### src/rtl/_genrom_rd.sv
// Read sequencer for an asynchronous ROM: latches an address, holds both chip
// selects low for WAIT cycles, captures the word and presents it until taken.
// Optional build macro GENROM_RD_PARITY_EN adds the rsp_perr parity output.
module _genrom_rd #(
  parameter int WIDTH  = 4,
  parameter int HEIGHT = 8,
  parameter int WAIT   = 1
) (
  input  logic              cp,
  input  logic              rst,
  input  logic              req_valid,
  output logic              req_ready,
  input  logic [HEIGHT-1:0] req_addr,
  output logic [HEIGHT-1:0] rom_a,
  output logic              rom_cs1_,
  output logic              rom_cs2_,
  input  logic [WIDTH-1:0]  rom_q,
  output logic              rsp_valid,
  input  logic              rsp_ready,
  output logic [WIDTH-1:0]  rsp_data,
  output logic              busy
`ifdef GENROM_RD_PARITY_EN
  ,
  output logic              rsp_perr
`endif
);

  typedef enum logic [1:0] {
    IDLE   = 2'd0,
    ACCESS = 2'd1,
    HOLD   = 2'd2
  } state_t;

  localparam logic [3:0] CNT_LOAD = 4'(WAIT - 1);

  state_t     state;
  state_t     state_nx;
  logic [3:0] cnt;
  logic       load;
  logic       perr_q;

  // A new request may start from IDLE, or from HOLD in the same cycle the
  // current word is taken, which gives back-to-back reads with no idle gap.
  always_comb begin
    state_nx  = state;
    req_ready = 1'b0;
    load      = 1'b0;
    case (state)
      IDLE: begin
        req_ready = !rst;
        if (req_valid && !rst) begin
          load     = 1'b1;
          state_nx = ACCESS;
        end
      end
      ACCESS: begin
        if (cnt == 4'd0) begin
          state_nx = HOLD;
        end
      end
      HOLD: begin
        req_ready = rsp_ready && !rst;
        if (rsp_ready) begin
          if (req_valid) begin
            load     = 1'b1;
            state_nx = ACCESS;
          end else begin
            state_nx = IDLE;
          end
        end
      end
      default: begin
        state_nx = IDLE;
      end
    endcase
  end

  always_ff @(posedge cp) begin
    if (rst) begin
      state <= IDLE;
    end else begin
      state <= state_nx;
    end
  end

  // rom_q is captured unmasked so undriven or unknown bits reach rsp_data.
  always_ff @(posedge cp) begin
    if (rst) begin
      rom_a    <= '0;
      cnt      <= 4'd0;
      rsp_data <= '0;
      perr_q   <= 1'b0;
    end else if (load) begin
      rom_a <= req_addr;
      cnt   <= CNT_LOAD;
    end else if (state == ACCESS) begin
      if (cnt == 4'd0) begin
        rsp_data <= rom_q;
        perr_q   <= ^rom_q;
      end else begin
        cnt <= cnt - 4'd1;
      end
    end
  end

  assign rom_cs1_  = (state != ACCESS);
  assign rom_cs2_  = (state != ACCESS);
  assign rsp_valid = (state == HOLD);
  assign busy      = (state != IDLE);

`ifdef GENROM_RD_PARITY_EN
  assign rsp_perr = (state == HOLD) && perr_q;
`endif

endmodule

### config.mk
export PLATFORM = sky130hd
export DESIGN_NAME = _genrom_rd
export DESIGN_NICKNAME = d
export VERILOG_FILES = /design/src/rtl/_genrom_rd.sv
export SDC_FILE = /design/constraint.sdc
export NUM_CORES = 1
export LEC_CHECK = 0
export CAP_MARGIN = 20
export CORE_ASPECT_RATIO = 0.9
export CORE_UTILIZATION = 24
export DETAILED_ROUTE_END_ITERATION = 12
export PLACE_DENSITY = 0.51
export SKIP_CTS_REPAIR_TIMING = 1
export SLEW_MARGIN = 25
export SYNTH_ARGS = -nofsm -noshare
export SYNTH_HDL_FRONTEND = slang
export SYNTH_SLANG_ARGS = --single-unit
### constraint.sdc
create_clock -name cp -period 1.83 [get_ports cp]
set_clock_uncertainty 0.2 [all_clocks]
set_input_delay 0.366 -clock cp [delete_from_list [all_inputs] [get_ports cp]]
set_output_delay 0.366 -clock cp [all_outputs]
set_load 0.01 [all_outputs]
* Word-level counts from Yosys, hierarchy flattened
Cells that the tools add are included.
** Word-level totals
- Logic and storage cells :: 33
- Input bits :: 16
- Register bits :: 18
- Output and inout bits :: 17
** Cells by class
- Reduce and logical (&&, ||, !) cells :: 10
- Muxes and demuxes :: 10
- Equality and inequality tests :: 6
- Bitwise gates (word level) :: 2
- $add $sub $neg :: 1
** Operator list (number)
- 2-bit two-way mux :: 3
- 2-bit by 1-bit inequality test with 1-bit output, second input constant :: 3
- 2-bit one-hot mux with 3 select lines :: 1
- 3-bit AND reduction :: 2
- 4-bit zero test :: 1
- 1-bit two-way mux :: 4
- 1-bit one-hot mux with 2 select lines :: 2
- 4-bit by 1-bit subtractor with 4-bit output, second input constant :: 1
- 2-bit by 1-bit == test with 1-bit output, second input constant :: 1
- 2-bit == test, second input constant :: 1
- 1-bit logical AND :: 2
- 2-bit zero test :: 1
- 2-bit inequality test, second input constant :: 1
- 1-bit NOT :: 2
- 2-bit AND reduction :: 1
- 2-bit nonzero test :: 1
- 2-bit OR reduction :: 1
- 1-bit zero test :: 1

* Logic depth before layout (Yosys ltp)
Gate-level depths: netlist of run 1.
- Word-level depth :: 6
- Mapped depth :: 6
- Gate-level depth less buffers :: 5

* Worst setup path after synthesis of run 1
Ideal clock, no wire load.
- Path kind :: register to register
- From :: register cnt[0]
- To :: register rsp_data[2]
- Setup time :: 0.132 ns
- Arrival time :: 1.312 ns
- Buffers on the path :: 1
- Clock period less this slack :: 1.645 ns
- Setup slack :: 0.185 ns
- Required time :: 1.498 ns
- Cell stages (with the launch flop) :: 7
- Cells stage by stage :: dfxtp_1 -> inv_1 -> ha_1 -> or3b_2 -> clkbuf_1 -> o21ai_0 -> a21oi_1
** Between the ends
- Word-level cells in the longest chain between the ends :: 2
** Ends and longest elaborated chain
- start: declaration :: RTL line 38 : logic [3:0] cnt;
- start signal: assignment :: RTL line 101 : cnt <= cnt - 4'd1;
- 4-bit zero test :: RTL line 97 : if (cnt == 4'd0) begin
- 3-bit AND reduction (no line)
- end signal: assignment :: RTL line 98 : rsp_data <= rom_q;
- end: declaration :: RTL line 20 : output logic [WIDTH-1:0] rsp_data,
Every way passes these cells.
A chain may end at the register's enable or synchronous reset.

* Worst setup path after layout of run 1
- From :: input rsp_ready
- To :: output req_ready
** Between the ends
- Word-level cells in the longest chain between the ends :: 2
** Ends and longest elaborated chain
- start: declaration :: RTL line 19 : input logic rsp_ready,
- 1-bit logical AND :: RTL line 62 : req_ready = rsp_ready && !rst;
- 1-bit one-hot mux with 2 select lines :: RTL line 48 : case (state)
- end: declaration :: RTL line 12 : output logic req_ready,
Every way passes these cells.

==> results of run 1 <==
==> report_power, final <==
| part | switching (mW) | internal [mW] | leakage [nW] |
|---|---|---|---|
| clock network | 0.124 | 0.146 | 0.0216 |
| logic | 0.0765 | 0.0948 | 0.336 |
| registers | 0.0122 | 0.409 | 0.148 |
==> per-stage QoR <==
stage / hold WS [ps] / cell area (um^2) / std cells / power, mW / TNS [ps]
floorplan: 258.2 / 839.6 / 100 / 0.5067 / 0
global placement: 262.2 / 1220 / 171 / 0.5998 / -2543
detailed placement: 264.7 / 1220 / 171 / 0.6013 / -2855
CTS: 273.9 / 1261 / 174 / 0.8648 / -1718
global route: 298.3 / 1291 / 174 / 0.8926 / -33.30
finish: 270.5 / 1291 / 174 / 0.8614 / 0
==> cell families (layout without fill, tap and decap cells) <==
group,after synthesis,count (layout)
AO/OA/AOI/OAI,35,35
AND/OR/NAND/NOR,30,30
flip-flops,18,18
buffers and inverters,16,48
adder cells (fa/ha/maj),1,1
==> state kept, by name (all words and copies together), names as in the netlist <==
signal,count
state,2
rom_a,8
rsp_data,4
cnt,4
==> cell usage after synthesis <==
cell type  instances  area [um^2]
or3b_2             1        8.760
buf_1              1        3.750
a22oi_1            2        15.01
o31ai_1            8        60.06
dfxtp_1           18        360.4
nand3_1            5        25.02
clkbuf_1           8        30.03
ha_1               1        12.51
or3_1              1        6.260
inv_1              4        15.01
nor2_1             2        7.510
nor3b_1            1        7.510
nand2b_1           3        18.77
or2_2              1        6.260
nand4_1            8        50.05
o21ai_0            7        35.03
and2b_1            2        15.01
buf_4              1        7.510
nor2b_2            1        8.760
a21oi_1           16        80.08
a21o_1             1        7.510
a311oi_1           1        8.760
buf_6              1        11.26
inv_4              1        6.260
or4_1              2        15.01
nor3_1             1        5.000
nor2b_1            2        12.51
==> cell usage in the layout, fill, tap and decap left out, types with 4 or more instances in the layout <==
cell             count
a21oi_1             16
buf_4                8
clkdlybuf4s50_1     27
dfxtp_1             16
dlymetal6s2s_1       4
inv_1                4
nand3_1              5
nand4_1              8
o21ai_0              7
o31ai_1              8
==> worst max-delay path, stage by stage <==
cell,delay (ps)
clkdlybuf4s50_1,490
nor2b_2,70
nor3_2,150
clkbuf_2,170
==> layout make-up <==
cell class,instances,area [um^2]
clock buffers,3,41.29
fillers,345,1894
inverters,5,21.27
multi-input cells,66,425.4
flip-flops and latches,18,365.4
well taps,42,52.55
repair buffers,40,385.4
==> per-layer routing <==
layer  share of wire [%]  vias up
met2                  46       19
met1                  48      402
met5                   0        -
met4                 1.4        0
met3                 4.2        2
li1                    -      432
==> worst min path at each step <==
stage	end	slack, ps	cells after the start
2_1_floorplan	cnt[0]	260	2
3_3_place_gp	rom_a[2]	260	2
3_5_place_dp	rom_a[6]	260	2
4_1_cts	rom_a[6]	270	2
5_1_grt	rom_a[6]	300	2
6_report	rom_a[2]	270	2
==> impl_metrics.py, run 1 <==
metrics = {
    "outcome": {
        "status": "complete, no violations",
    },
    "sta": {
        "drv_slew": 0,
        "setup_viol": 0,
        "fin_ws_ps": 13.45,
        "rsz0062_at_grt": "yes",
        "period_minus_slack_ps": 1817,
        "worst_slew_pin_slew_ps": 357.5,
        "period_share_pct": 99.26,
        "fmax_ghz": 0.5505,
        "finalHoldViolCount": 0,
        "relSlewSlack_pct": 76.06,
    },
    "cts": {
        "clock-sinks": 18,
        "clk_latency_ps": 240,
        "root_buffer": "clkbuf_8",
        "clockBufferDepth": 2,
        "cts.clk_slew.worst_paths_ps": 70,
        "htreeDepth": 1,
        "cts_buffers": 3,
        "cts_tree": "yes",
    },
    "setup_path": {
        "crit_fanout": 2,
        "start_kind": "primary input",
        "worst_setup_path_end_kind": "output pin",
        "reg2reg_depth": 5,
        "cp.required_ps": 1260,
        "rr_endpoint": "rsp_data[3]",
        "arrival_ps": 1250,
        "crit_path_start": "rsp_ready",
        "worstReg2RegStart": "cnt[0]",
        "reg2reg_slack_ps": 120,
        "timing.critical_path.to": "req_ready",
        "path_class": "in2out",
    },
    "floorplanning": {
        "die_area_um2": 3739,
        "start_util_pct": 26.36,
        "io-pin-count": 33,
        "die_w_um": 64.35,
        "die_y_um": 58.11,
        "rows": 19,
        "design.core.area_um2": 3186,
    },
    "synthesis": {
        "synth_cell_type_count": 27,
        "synth_top_family_by_area": "compound AO/OA/AOI/OAI gates",
        "yosys.area_share.xor_xnor_pct": 0,
        "synth_seq_cells": 18,
        "syn_area_per_cell_um2": 8.396,
        "ys_seq_area_share_pct": 42.92,
        "postSynthCellCount": 100,
        "synth.cell_area_um2": 839.6,
        "ys_warn_count": 0,
        "synth_compound_area_share_pct": 24.59,
        "muxShareOfSynthArea_pct": 0,
        "syn_nets": 117,
        "synthSimpleGateAreaFrac_pct": 22.21,
        "synth_fa_ha_area_share_pct": 1.490,
    },
    "detailed_routing": {
        "via_count": 855,
        "ant_nets": 0,
        "routed_via_density": 4.914,
        "wl_per_cell_um": 13.40,
        "routed_wl_um": 2332,
        "dr.pass1.iters": 4,
        "drcViolationCount": 0,
        "drt_iter0_drc": 17,
    },
    "min_path": {
        "hold_start": "rom_a[2]",
        "hold_path_class": "reg2reg",
    },
    "job": {
        "drv_cap": 0,
    },
    "layout": {
        "nNetsFinal": 151,
        "fin_util_pct": 40.53,
        "antennaDiodeCount": 0,
        "drive_gt1_share_pct": 16.67,
        "area_growth_pct": 53.80,
    },
    "power_and_ir_drop": {
        "ir_drop_mv": 0.2505,
        "power_leakage_nw": 0.5051,
        "p_per_area_nw_per_um2": 667.1,
    },
    "grt": {
        "met2_usage_pct": 18.65,
        "grt_first_pass_wirelength_um": 3622,
        "use_met1_pct": 17.88,
        "grt_max_degree": 18,
        "grt_pass1_vias": 801,
        "gr-total-overflow": 0,
        "met3_usage_pct": 1.772,
        "top_usage_layer": "met2",
        "antenna_found_initial": 0,
        "grt_usage_pct": 12.42,
    },
    "placed_design": {
        "place_ws_ps": -448.6,
        "io_buffers": 32,
        "dp_hpwl_um": 1727,
        "routabilityCongestion": 0.7471,
    },
}
No activity file was read; power rests on OpenSTA's default activity.
==> run 2: changes to the inputs <==
--- a/config.mk
+++ b/config.mk
@@ -5,11 +5,10 @@
 export SDC_FILE = /design/constraint.sdc
 export NUM_CORES = 1
 export LEC_CHECK = 0
-export CAP_MARGIN = 20
+export CAP_MARGIN = 0
 export CORE_ASPECT_RATIO = 0.9
 export CORE_UTILIZATION = 24
 export DETAILED_ROUTE_END_ITERATION = 12
-export PLACE_DENSITY = 0.51
 export SKIP_CTS_REPAIR_TIMING = 1
 export SLEW_MARGIN = 25
 export SYNTH_ARGS = -nofsm -noshare
==> impl_metrics.py, run 2 (same netlist as run 1, synthesis figures left out) <==
metrics = {
    "sta": {
        "tns_ps": 0,
        "holdWs_ps": 274.5,
        "period_share_pct": 95.05,
        "drv_slew": 0,
        "period_minus_slack_ps": 1739,
        "setup_viol": 0,
        "fmax_ghz": 0.5749,
        "relSlewSlack_pct": 77.33,
        "finalHoldViolCount": 0,
        "rsz0062_at_grt": "no",
        "worst_slew_pin_slew_ps": 340.0,
        "fin_ws_ps": 90.63,
    },
    "placed_design": {
        "routabilityCongestion": 0.8116,
        "placed_cells": 170,
        "io_buffers": 32,
        "dp_hpwl_um": 1729,
        "place_ws_ps": -369.5,
    },
    "cts": {
        "cts_tree": "yes",
        "clk_latency_ps": 250,
        "cts.clk_slew.worst_paths_ps": 70,
        "clockBufferDepth": 2,
        "root_buffer": "clkbuf_8",
        "htreeDepth": 1,
        "cts_buffers": 3,
        "clock-sinks": 18,
    },
    "floorplanning": {
        "die_area_um2": 3739,
        "start_util_pct": 26.36,
        "die_w_um": 64.35,
        "design.core.area_um2": 3186,
        "die_y_um": 58.11,
        "io-pin-count": 33,
        "rows": 19,
    },
    "setup_path": {
        "reg2reg_slack_ps": 160,
        "cp_cell_sequence": "clkdlybuf4s50_1 > nor2b_1 > nor3_2 > clkbuf_2",
        "slowest_stage": "clkdlybuf4s50_1",
        "crit_fanout": 2,
        "crit_path_start": "rsp_ready",
        "worstReg2RegStart": "cnt[0]",
        "worst_setup_path_end_kind": "output pin",
        "critPathTopFamily": "buffers and inverters",
        "cp.required_ps": 1260,
        "path_class": "in2out",
        "reg2reg_depth": 5,
        "arrival_ps": 1170,
        "rr_endpoint": "cnt[3]",
        "start_kind": "primary input",
        "critPathMaxStageDelay_ps": 480,
        "cp_num_buf_inv": 2,
        "cp.depth": 4,
    },
    "detailed_routing": {
        "drcViolationCount": 0,
        "drt_iter0_drc": 58,
        "routed_wl_um": 2267,
        "dr.pass1.iters": 4,
        "via_count": 867,
        "routed_via_density": 5.012,
        "wl_per_cell_um": 13.10,
        "ant_nets": 0,
    },
    "power_and_ir_drop": {
        "p_per_area_nw_per_um2": 669.0,
        "ir_drop_mv": 0.2768,
        "power_leakage_nw": 0.5068,
    },
    "min_path": {
        "hold_path_class": "reg2reg",
        "hold_start": "rom_a[5]",
        "hold_path_end": "rom_a[5]",
        "hold_depth": 2,
    },
    "layout": {
        "largest_registers": "rom_a (8), cnt (4), rsp_data (4)",
        "fill_cells": 314,
        "fin_util_pct": 40.89,
        "register_area_um2": 365.4,
        "multi_input_area_um2": 431.7,
        "drive_gt1_share_pct": 15.27,
        "nNetsFinal": 150,
        "final_cell_mix": "27 x clkdlybuf4s50_1, 16 x a21oi_1, 16 x dfxtp_1, 8 x nand4_1, 8 x o31ai_1",
        "area_growth_pct": 55.14,
        "antennaDiodeCount": 0,
        "final_cells": 173,
        "layout_commonest_cell": "clkdlybuf4s50_1",
        "largest_reg_flops": 8,
        "top_register": "rom_a",
    },
    "grt": {
        "grt_pass1_vias": 887,
        "grt_usage_pct": 12.89,
        "antenna_found_initial": 0,
        "gr-total-overflow": 0,
        "grt_max_degree": 18,
        "grt_first_pass_wirelength_um": 3719,
    },
    "job": {
        "drv_cap": 0,
    },
    "outcome": {
        "status": "complete, no violations",
    },
}
## run 2: cell types whose count changed in the layout (fill, tap and decap cells not counted), sizes merged
cell and delta:
buf -1
## run 2: through the flow
| stage | total power [mW] | area, um^2 |
|---|---|---|
| 2_1_floorplan | 0.5067 | 839.6 |
| 3_3_place_gp | 0.6026 | 1225 |
| 3_5_place_dp | 0.6041 | 1225 |
| 4_1_cts | 0.8790 | 1266 |
| 5_1_grt | 0.9140 | 1303 |
| 6_report | 0.8713 | 1303 |
## run 2: final cells by class
| type | count | area share [%] |
|---|---|---|
| Multi-Input combinational cell | 66 | 33.14 |
| Timing Repair Buffer | 39 | 29.97 |
| Sequential cell | 18 | 28.05 |
| Tap cell | 42 | 4.035 |
| Clock buffer | 3 | 3.170 |
| Inverter | 5 | 1.633 |
## run 2: how the worst max path moves through the flow
stage | to | slack (ps)
finish | req_ready | 90
global route | req_ready | 30
CTS | req_ready | -390
detailed placement | req_ready | -370
global placement | req_ready | -340
floorplan | rsp_data[2] | 190
## run 2: where the power goes
part / switching, mW / internal, mW
Combinational: 0.0763 / 0.0996
Clock: 0.129 / 0.146
Sequential: 0.0122 / 0.408
## run 2: routing by layer
metal	vias to the layer above	wire, um	GRT usage, %
met5	-	0	0
met4	0	38	7.302
met3	4	83	2.559
met2	21	1131	22.41
met1	412	1013	14.81
li1	430	-	-
## run 2: tightest hold or removal path, cell delays in order, from the launching register on
cell	delay, ps
dfxtp_1	310
o31ai_1	60
a21oi_1	60
==> run 3: changes to the inputs <==
--- a/config.mk
+++ b/config.mk
@@ -7,8 +7,9 @@
 export LEC_CHECK = 0
 export CAP_MARGIN = 0
 export CORE_ASPECT_RATIO = 0.9
-export CORE_UTILIZATION = 24
+export CORE_UTILIZATION = 42
 export DETAILED_ROUTE_END_ITERATION = 12
+export PLACE_DENSITY = 0.78
 export SKIP_CTS_REPAIR_TIMING = 1
 export SLEW_MARGIN = 25
 export SYNTH_ARGS = -nofsm -noshare
==> impl_metrics.py, run 3 (same netlist as run 1, synthesis figures left out) <==
metrics = {
    "layout": {
        "drive_gt1_share_pct": 13.08,
        "final_cell_mix": "27 x clkdlybuf4s50_1, 16 x a21oi_1, 16 x dfxtp_1, 8 x nand4_1, 8 x o31ai_1",
        "fill_cells": 156,
        "area_growth_pct": 47.09,
        "largest_registers": "rom_a (8), cnt (4), rsp_data (4)",
        "top_register": "rom_a",
        "antennaDiodeCount": 0,
        "final_cells": 154,
        "fin_area_um2": 1235,
        "layout_commonest_cell": "clkdlybuf4s50_1",
        "nNetsFinal": 149,
        "largest_reg_flops": 8,
    },
    "placed_design": {
        "dpl-instance-area_um2": 1195,
        "io_buffers": 32,
        "routabilityCongestion": 0.8098,
        "dp_hpwl_um": 1504,
        "placed_cells": 151,
    },
    "floorplanning": {
        "design.core.area_um2": 1769,
        "io-pin-count": 33,
        "die_area_um2": 2182,
        "rows": 14,
        "start_util_pct": 47.45,
        "die_y_um": 44.42,
        "die_w_um": 49.13,
    },
    "sta": {
        "drv_slew": 0,
        "worst_slew_pin_slew_ps": 354.5,
        "relSlewSlack_pct": 76.26,
        "rsz0062_at_grt": "yes",
        "period_share_pct": 97.32,
        "tns_ps": 0,
        "period_minus_slack_ps": 1781,
        "setup_viol": 0,
        "finalHoldViolCount": 0,
        "fmax_ghz": 0.5615,
        "holdWs_ps": 275.0,
    },
    "outcome": {
        "status": "complete, no violations",
    },
    "setup_path": {
        "slowest_stage": "clkdlybuf4s50_1",
        "rr_endpoint": "rsp_data[1]",
        "cp_num_buf_inv": 2,
        "critPathTopFamily": "buffers and inverters",
        "reg2reg_depth": 5,
        "cp_cell_sequence": "clkdlybuf4s50_1 > nor2b_1 > nor3_1 > clkbuf_2",
        "path_class": "in2out",
        "reg2reg_slack_ps": 160,
        "worstReg2RegStart": "cnt[0]",
        "crit_fanout": 3,
        "critPathMaxStageDelay_ps": 490,
        "start_kind": "primary input",
        "cp.required_ps": 1260,
        "worst_setup_path_end_kind": "output pin",
        "arrival_ps": 1210,
    },
    "detailed_routing": {
        "routed_wl_um": 2007,
        "drt_iter0_drc": 15,
        "drcViolationCount": 0,
        "via_count": 850,
        "dr.pass1.iters": 4,
        "wl_per_cell_um": 13.03,
        "routed_via_density": 5.519,
        "ant_nets": 0,
    },
    "grt": {
        "grt_max_degree": 18,
        "gr-total-overflow": 0,
        "grt_usage_pct": 20.57,
        "grt_first_pass_wirelength_um": 3408,
        "grt_pass1_vias": 801,
        "antenna_found_initial": 0,
    },
    "job": {
        "drv_cap": 0,
    },
    "min_path": {
        "hold_path_end": "rom_a[0]",
        "hold_depth": 2,
        "hold_path_class": "reg2reg",
        "hold_start": "rom_a[0]",
    },
    "cts": {
        "htreeDepth": 1,
        "cts.clk_slew.worst_paths_ps": 90,
        "cts_tree": "yes",
        "clock-sinks": 18,
        "clk_latency_ps": 280,
        "root_buffer": "clkbuf_4",
        "clockBufferDepth": 2,
        "cts_buffers": 3,
    },
    "power_and_ir_drop": {
        "ir_drop_mv": 0.4543,
        "p_per_area_nw_per_um2": 628.3,
        "power_leakage_nw": 0.4889,
        "finalPower_mw": 0.7759,
    },
}
==> run 3: report_power, final <==
part / total, mW / switching, mW / leakage (nW) / internal [mW]
Combinational: 0.171 / 0.0746 / 0.327 / 0.0966
Clock: 0.185 / 0.109 / 0.0138 / 0.0765
Sequential: 0.419 / 0.0112 / 0.148 / 0.408
Total: 0.776 / 0.195 / 0.489 / 0.581
==> run 3: worst max-delay path by stage <==
stage                       end  slack (ps)  cells after the start       from
global placement      req_ready        -320                      4  rsp_ready
detailed placement     rom_a[6]        -350                      5        rst
finish                req_ready          50                      4  rsp_ready
global route          req_ready         -60                      4  rsp_ready
CTS                   req_ready        -350                      4  rsp_ready
floorplan           rsp_data[2]         190                      6     cnt[0]
==> run 3: area by class of cell <==
cell class / count / area, um^2 / share of cell area (%)
Multi-Input combinational cell: 66 / 412.9 / 33.43
Timing Repair Buffer: 38 / 382.9 / 31.00
Sequential cell: 18 / 365.4 / 29.58
Tap cell: 24 / 30.03 / 2.432
Clock buffer: 3 / 22.52 / 1.824
Inverter: 5 / 21.27 / 1.722
==> run 3: worst register-to-register path: stages, from the launching register on <==
cell	delay [ps]
dfxtp_1	320
inv_1	70
ha_1	170
or3b_2	540
o21ai_0	180
a21oi_1	80
==> run 3: per-stage QoR <==
stage	util (%)	setup slack (ps)
2_1_floorplan	-	185.3
3_3_place_gp	67.54	-324.8
3_5_place_dp	67.54	-354.4
4_1_cts	68.81	-351.4
5_1_grt	69.80	-59.97
6_report	69.80	49.02
==> run 3: routing by layer <==
metal / up-vias / global-route usage (%) / part of all wire, %
li1: 428 / - / -
met1: 400 / 26.37 / 48
met2: 20 / 34.79 / 47
met3: 2 / 5.155 / 3.7
met4: 0 / 5.294 / 0.50
met5: - / 0 / 0
